**src/rtl/pipe_ctrl.sv**
```systemverilog
// pipe_ctrl: hazard/sequencing controller for the five-stage pipeline.
// Ports: clk_i, rst_ni; inputs je_i, jump_addr_i, ex_mem_re_i,
//   ex_rd_addr_i, id_rs{1,2}_addr_i, id_rs{1,2}_re_i, dmem_busy_i.
// Outputs: stall_{if,id,ex,mem}_o, flush_{id,ex}_o, pc_we_o,
//   pc_next_o, state_o.
// Optional macro PIPE_PERF_CNT_EN adds stall_cnt_o and flush_cnt_o.
module pipe_ctrl #(
    parameter int XLEN         = 32,
    parameter int FLUSH_CYCLES = 1,
    parameter int LU_STALL     = 1
) (
    input  logic            clk_i,
    input  logic            rst_ni,
    input  logic            je_i,
    input  logic [XLEN-1:0] jump_addr_i,
    input  logic            ex_mem_re_i,
    input  logic [4:0]      ex_rd_addr_i,
    input  logic [4:0]      id_rs1_addr_i,
    input  logic [4:0]      id_rs2_addr_i,
    input  logic            id_rs1_re_i,
    input  logic            id_rs2_re_i,
    input  logic            dmem_busy_i,
    output logic            stall_if_o,
    output logic            stall_id_o,
    output logic            stall_ex_o,
    output logic            stall_mem_o,
    output logic            flush_id_o,
    output logic            flush_ex_o,
    output logic            pc_we_o,
    output logic [XLEN-1:0] pc_next_o,
    output logic [1:0]      state_o
`ifdef PIPE_PERF_CNT_EN
    ,
    output logic [31:0]     stall_cnt_o,
    output logic [31:0]     flush_cnt_o
`endif
);

    localparam int MAXC = (FLUSH_CYCLES > LU_STALL) ? FLUSH_CYCLES : LU_STALL;
    localparam int CW   = $clog2(MAXC) + 1;
    localparam logic [CW-1:0] FC_LOAD = CW'(FLUSH_CYCLES - 1);
    localparam logic [CW-1:0] LU_LOAD = CW'(LU_STALL - 1);

    typedef enum logic [1:0] {
        RUN    = 2'd0,
        BUBBLE = 2'd1,
        FLUSH  = 2'd2,
        MWAIT  = 2'd3
    } state_t;

    state_t            state_q, state_n;
    logic [CW-1:0]     cnt_q, cnt_n;
    logic              pend_q, pend_n;
    logic [XLEN-1:0]   pend_addr_q, pend_addr_n;

    logic              hazard;
    logic              full_stall, redir, bub_out, bub_start;
    logic              hold_flush, count_down;
    logic [XLEN-1:0]   redir_addr;

    logic              s_if, s_id, s_ex, s_mem, f_id, f_ex, we;
    logic [XLEN-1:0]   pc_n;

    assign hazard = ex_mem_re_i && (ex_rd_addr_i != 5'd0) &&
                    ((id_rs1_re_i && (id_rs1_addr_i == ex_rd_addr_i)) ||
                     (id_rs2_re_i && (id_rs2_addr_i == ex_rd_addr_i)));

    always_comb begin
        state_n     = state_q;
        cnt_n       = cnt_q;
        pend_n      = pend_q;
        pend_addr_n = pend_addr_q;
        full_stall  = 1'b0;
        redir       = 1'b0;
        redir_addr  = '0;
        bub_out     = 1'b0;
        bub_start   = 1'b0;
        hold_flush  = 1'b0;
        count_down  = 1'b0;

        unique case (state_q)
            MWAIT: begin
                // EX is frozen, so a je_i seen here is stale and ignored.
                if (dmem_busy_i) begin
                    full_stall = 1'b1;
                end else if (pend_q) begin
                    redir      = 1'b1;
                    redir_addr = pend_addr_q;
                    pend_n     = 1'b0;
                end else begin
                    state_n = RUN;
                end
            end
            default: begin
                if (dmem_busy_i) begin
                    full_stall = 1'b1;
                    state_n    = MWAIT;
                    // A redirect coinciding with the freeze is replayed later.
                    if (je_i) begin
                        pend_n      = 1'b1;
                        pend_addr_n = jump_addr_i;
                    end
                end else if (je_i) begin
                    redir      = 1'b1;
                    redir_addr = jump_addr_i;
                end else if (state_q == BUBBLE) begin
                    bub_out    = 1'b1;
                    count_down = 1'b1;
                end else if (state_q == FLUSH) begin
                    hold_flush = 1'b1;
                    count_down = 1'b1;
                end else if (hazard) begin
                    bub_out   = 1'b1;
                    bub_start = 1'b1;
                end
            end
        endcase

        if (redir) begin
            if (FLUSH_CYCLES > 1) begin
                cnt_n   = FC_LOAD;
                state_n = FLUSH;
            end else begin
                state_n = RUN;
            end
        end

        if (bub_start && (LU_STALL > 1)) begin
            cnt_n   = LU_LOAD;
            state_n = BUBBLE;
        end

        if (count_down) begin
            cnt_n = (cnt_q != '0) ? cnt_q - 1'b1 : '0;
            if (cnt_q <= 1) begin
                state_n = RUN;
            end
        end
    end

    assign s_if  = full_stall | bub_out;
    assign s_id  = full_stall | bub_out;
    assign s_ex  = full_stall;
    assign s_mem = full_stall;
    assign f_id  = redir | hold_flush;
    assign f_ex  = redir | hold_flush | bub_out;
    assign we    = redir;
    assign pc_n  = redir ? redir_addr : '0;

    // Outputs are Mealy; gating with rst_ni keeps them quiet during reset.
    assign stall_if_o  = rst_ni & s_if;
    assign stall_id_o  = rst_ni & s_id;
    assign stall_ex_o  = rst_ni & s_ex;
    assign stall_mem_o = rst_ni & s_mem;
    assign flush_id_o  = rst_ni & f_id;
    assign flush_ex_o  = rst_ni & f_ex;
    assign pc_we_o     = rst_ni & we;
    assign pc_next_o   = rst_ni ? pc_n : '0;
    assign state_o     = state_q;

    always_ff @(posedge clk_i or negedge rst_ni) begin
        if (!rst_ni) begin
            state_q     <= RUN;
            cnt_q       <= '0;
            pend_q      <= 1'b0;
            pend_addr_q <= '0;
        end else begin
            state_q     <= state_n;
            cnt_q       <= cnt_n;
            pend_q      <= pend_n;
            pend_addr_q <= pend_addr_n;
        end
    end

`ifdef PIPE_PERF_CNT_EN
    always_ff @(posedge clk_i or negedge rst_ni) begin
        if (!rst_ni) begin
            stall_cnt_o <= '0;
            flush_cnt_o <= '0;
        end else begin
            if (stall_if_o) stall_cnt_o <= stall_cnt_o + 32'd1;
            if (flush_id_o) flush_cnt_o <= flush_cnt_o + 32'd1;
        end
    end
`endif

endmodule

```
**config.mk**
```make
export PLATFORM = sky130hd
export DESIGN_NAME = pipe_ctrl
export DESIGN_NICKNAME = d
export VERILOG_FILES = /design/src/rtl/pipe_ctrl.sv
export SDC_FILE = /design/constraint.sdc
export NUM_CORES = 1
export LEC_CHECK = 0
export CORE_ASPECT_RATIO = 1.2
export CORE_MARGIN = 5
export CORE_UTILIZATION = 30
export CTS_BUF_LIST = sky130_fd_sc_hd__clkbuf_8
export CTS_CLUSTER_SIZE = 10
export DETAILED_ROUTE_END_ITERATION = 12
export HOLD_SLACK_MARGIN = 0.06
export SYNTH_ARGS = -nofsm -noshare
export SYNTH_HDL_FRONTEND = slang
export SYNTH_SLANG_ARGS = --single-unit
```
**constraint.sdc**
```tcl
create_clock -name clk_i -period 1.6 [get_ports clk_i]
set_input_delay 0.16 -clock clk_i [delete_from_list [all_inputs] [get_ports clk_i]]
set_output_delay 0.16 -clock clk_i [all_outputs]
set_load 0.005 [all_outputs]
```
* Yosys cells after proc, flatten, opt, wreduce, memory -nomap -nowiden *
Index checks and enable logic that the tools add are counted.

storage, ports and cells
  register bits after elaboration = 35
  input port bits = 54
  output and inout bits = 41
  logic and storage cells = 70

operators by class
  equal/unequal tests = 8
  mux-type cells = 38
  bitwise gates (word level) = 9
  reductions and logical operators = 12

operators with widths
  operator                                             number
  two-way mux 32 bit                                   7
  two-way mux 1 bit                                    25
  two-way mux 2 bit                                    6
  equality test 5 bit                                  2
  AND reduction 3 bit                                  3
  AND 1 bit                                            5
  nonzero test 5 bit                                   1
  equality test 2 bit, second input constant           2
  logical AND 1 bit                                    4
  != test 4 x 2 -> 1 bit, second input constant        1
  != test 4 bit, second input constant                 1
  nonzero test 2 bit                                   2
  nonzero test 4 bit                                   1
  bitwise OR 1 bit                                     3
  equality test 2 x 1 -> 1 bit, second input constant  1
  != test 2 bit, second input constant                 1
  logical OR 1 bit                                     1
  inverter 1 bit                                       1

* Depth between registers and ports, before layout *
  depth after elaboration = 12
  gate-level depth with buffers = 7
  gate-level depth less buffers = 4

* Worst setup path after synthesis *
Ideal clock, no wire load.

  kind = register to output
  from = register state_q[0] (netlist: state_o[0])
  to = output pc_we_o
  arrival time = 1.301 ns
  data required time = 1.440 ns
  slack = 0.139 ns
  stages on the path, launching flop included = 8
  buffers on the path = 3
  cell sequence = dfrtp_1 -> nor2b_2 -> a21oi_1 -> or2_1 -> buf_2 -> buf_2 -> inv_1 -> buf_4

on the way
  longest elaborated chain between the ends = 3

ends and longest elaborated chain
  element                 RTL line  RTL
  start, declared         51        state_t state_q, state_n;
  start signal, assigned  168       state_q <= state_n;
  equality test 2 bit     81        unique case (state_q)
  two-way mux 1 bit       81
  AND 1 bit               157       assign pc_we_o = rst_ni & we;
  end, declared           29        output logic pc_we_o,

No other way between the ends.

* Worst setup path in the final report *
  from = register state_q[0] (netlist: state_o[0])
  to = output pc_next_o[21]

on the way
  longest elaborated chain between the ends = 4
  elaborated cells on any way between the ends = 5
  classes of those cells = 1 x eq/ne; 4 x mux

ends and longest elaborated chain
  element                                                  RTL line  RTL
  equality test 2 bit (*)                                  81
  two-way mux 32 bit or two-way mux 1 bit (tied branches)  81
  two-way mux 32 bit (*)                                   148       assign pc_n = redir ? redir_addr : '0;
  two-way mux 32 bit (*)                                   158       assign pc_next_o = rst_ni ? pc_n : '0;
  end, declared                                            30        output logic [XLEN-1:0] pc_next_o,

Mark *: on every way between the ends. The rest lies on a longest branch, timed or not.

==> impl_metrics.yaml <==
run_status:
  status: "finished, violations left"
  violations: "setup timing"
power_and_ir_drop:
  combPwrFrac_pct: 26.6
  p_int_mw: 1.695
  power_frac_seq_pct: 47.9
  p_clk_share_pct: 25.5
  netSwitchingFraction_pct: 26.10
  p_sw_mw: 0.5987
  p_leak_nw: 1.395
  ir_drop_v: 0.0003510
  p_per_area_nw_per_um2: 709.3
  total_power_mw: 2.293
timing:
  period_needed_ns: 1.868
  fmax_mhz: 535.3
  setup_viol: 37
  worstMarginPinSlew_ns: 0.4432
  max_slew_margin_pct: 70.45
  rsz0062_at_grt: "true"
  maxSlewViolCount: 0
  period_share_pct: 116.8
  fin_skew_ns: 0.008398
  finalHoldViolations: 0
  postLayoutSetupSlackWorst_ns: -0.2681
synthesis:
  syn_area_per_cell_um2: 10.57
  yosys-top-cells-area: "dfrtp_1, mux2_2, a22oi_1"
  synth_ff_type: "dfrtp_1"
  post_synth_inst_count: 180
  synth_cell_types: 29
  ys_ff_latch: 34
  synthArstFlopShare_pct: 100.0
  synth_compound_area_share_pct: 14.61
  synth_fa_ha_area_share_pct: 0
  synth-xor-area-share_pct: 4.605
  yosys.area_share.simple_pct: 11.12
  yosysWarnings: 0
  muxShareOfSynthArea_pct: 18.95
  syn_area_um2: 1902
  ys_seq_area_share_pct: 44.74
  synth_top_family_by_area: "multiplexers"
  synth_edf_count: 0
  synth_top_area_share_pct: 44.74
  synth_nets: 234
  yosys.area.top_type: "dfrtp_1"
global_routing:
  antenna_found_initial: 0
  grt_usage_pct: 15.67
  grt_first_pass_wirelength_um: 9763
  grt_max_degree: 35
  grt.overflow.total: 0
  grt_pass1_vias: 1962
flow_run:
  maxCapViolCount: 0
critical_path:
  crit_path_end_kind: "output pin"
  path_class: "register to output pin"
  arrival_ns: 1.71
  required_ns: 1.44
  start_kind: "register"
  cp_max_fo: 12
finish:
  register_area_um2: 850.8
  layout.nets: 350
  antenna_cells: 0
  layout.cells.non_filler: 378
  area_growth_pct: 70.00
  fin_util_pct: 53.09
  drive_above_1_share_pct: 42.91
  multiInputGateArea_um2: 1031
  fill_cells: 602
route:
  dr.pass1.iters: 4
  ant_nets: 0
  drt-initial-drc-count: 39
  wire_per_inst_um: 16.26
  drc: 0
  vias: 1831
  viasPerCell: 4.844
  totalWireLength_um: 6145
floorplan:
  io_pins: 95
  die_area_um2: 8039
  die_x_um: 82.69
  coreArea_um2: 6090
  die_y_um: 97.22
  initial_core_util_pct: 31.23
  num_rows: 31
placement:
  portBuffers: 94
  post-dp-hpwl_um: 4112
  placedCellCount: 357
  gp_congestion: 0.7428
clocking:
  numCtsBuffers: 5
  numClockSinks: 34
  clk_path_buf_depth: 2
  cts_tree: "yes"
  cts.clk_slew.worst_paths_ns: 0.06
  cts-root-buf: "clkbuf_8"
  clock_latency_ns: 0.28
  htreeDepth: 2
hold_path:
  hold_class: "primary input to register"
==> cell families (layout without fill, tap and decap cells) <==
kind of cell,count (synthesis),after routing
buffers and inverters,20,136
muxes,32,32
AOI/OAI and AO/OA,38,38
and+or+nand+nor,46,46
xor gates and xnor gates,10,10
DFF,34,34
==> power groups by stage <==
stage / Sequential, mW / Clock, mW / Combinational [mW]
CTS: 1.09 / 0.610 / 0.604
global placement: 1.10 / 0 / 0.539
global route: 1.12 / 0.644 / 0.665
detailed placement: 1.11 / 0 / 0.548
finish: 1.10 / 0.585 / 0.610
floorplan: 1.09 / 0 / 0.268
==> synthesized netlist by cell type, types with 2 or more instances <==
cell	instances
dfrtp_1	34
mux2_2	32
nor2_1	32
a22oi_1	31
buf_2	10
xor2_1	8
buf_4	7
nand2_1	2
nor4_1	2
o21ai_0	2
xnor2_1	2
==> final cells by class <==
cell class,instances,area share (%)
clock inverters,2,0.3483
multi-input cells,126,31.89
well taps,82,3.173
clock buffers,5,2.128
flip-flops and latches,34,26.32
repair buffers,127,35.76
inverters,2,0.3870
==> routing by layer <==
metal / share of wire (%) / global-route usage (%) / up-vias / wire length [um]
met5: 0 / 0 / - / 0
met4: 0.91 / 4.151 / 0 / 56
met3: 8.6 / 4.824 / 4 / 526
met2: 52 / 27.53 / 67 / 3188
met1: 39 / 17.90 / 886 / 2373
li1: - / - / 874 / -
==> state kept, by name, summed over array words and instances (netlist names) <==
name         cells
state_o          1
pend_addr_q     32
pend_q           1
==> metrics by stage <==
stage | setup slack, ns | instance area, um2 | TNS [ns] | hold WS [ns]
CTS | -0.2873 | 3181 | -7.867 | 0.3825
global route | -0.3608 | 3233 | -11.15 | 0.3872
detailed placement | -0.5428 | 3023 | -18.75 | 0.3546
global placement | -0.5242 | 3023 | -17.92 | 0.3536
floorplan | 0.1388 | 1902 | 0 | -0.1356
finish | -0.2681 | 3233 | -7.140 | 0.3932
==> placed cells by master, fill, tap and decap left out, types with 2 or more instances in the layout <==
| cell type | netlist | layout |
|---|---|---|
| a22oi_1 | 31 | 26 |
| mux2_2 | 32 | 32 |
| buf_16 | 0 | 2 |
| nor2_2 | 0 | 2 |
| nor2_1 | 32 | 29 |
| clkbuf_8 | 0 | 5 |
| clkdlybuf4s50_1 | 0 | 50 |
| dlygate4sd2_1 | 0 | 6 |
| buf_2 | 10 | 36 |
| buf_4 | 7 | 17 |
| buf_12 | 0 | 5 |
| a22oi_2 | 0 | 5 |
| nand2_1 | 2 | 2 |
| xnor2_1 | 2 | 2 |
| buf_6 | 0 | 8 |
| dfrtp_1 | 34 | 34 |
| inv_4 | 0 | 2 |
| xor2_1 | 8 | 8 |
==> final timing paths <==
path / slack [ns] / cells after the start / startpoint / end
worst min register to register: 0.51 / 1 / pend_addr_q[15] / pend_addr_q[15]
worst min-delay path: 0.39 / 3 / dmem_busy_i / state_o[0]
min in group asynchronous: 0.60 / 4 / rst_ni / pend_addr_q[0]
worst max register to register: 0.18 / 5 / state_o[0] / pend_addr_q[22]
max in group asynchronous: 0.68 / 4 / rst_ni / pend_addr_q[27]
worst max-delay path: -0.27 / 9 / state_o[0] / pc_next_o[21]
==> worst max-delay path: stages, from the launching register on <==
cell	delay (ns)
dfrtp_1	0.40
buf_6	0.12
buf_6	0.09
inv_4	0.03
nor3b_4	0.21
buf_6	0.15
buf_12	0.13
a22oi_1	0.06
nor2_1	0.12
buf_2	0.14
==> repair_timing <==
action	in CTS	in global routing
buffers inserted	10	2
endpoints found under the setup margin	39	37
resized for setup	180	12
cloned	3	1
hold buffers	1	0
pin swaps	10	10
endpoints found under the hold margin	33	0
(Power assumes the default switching activity.)
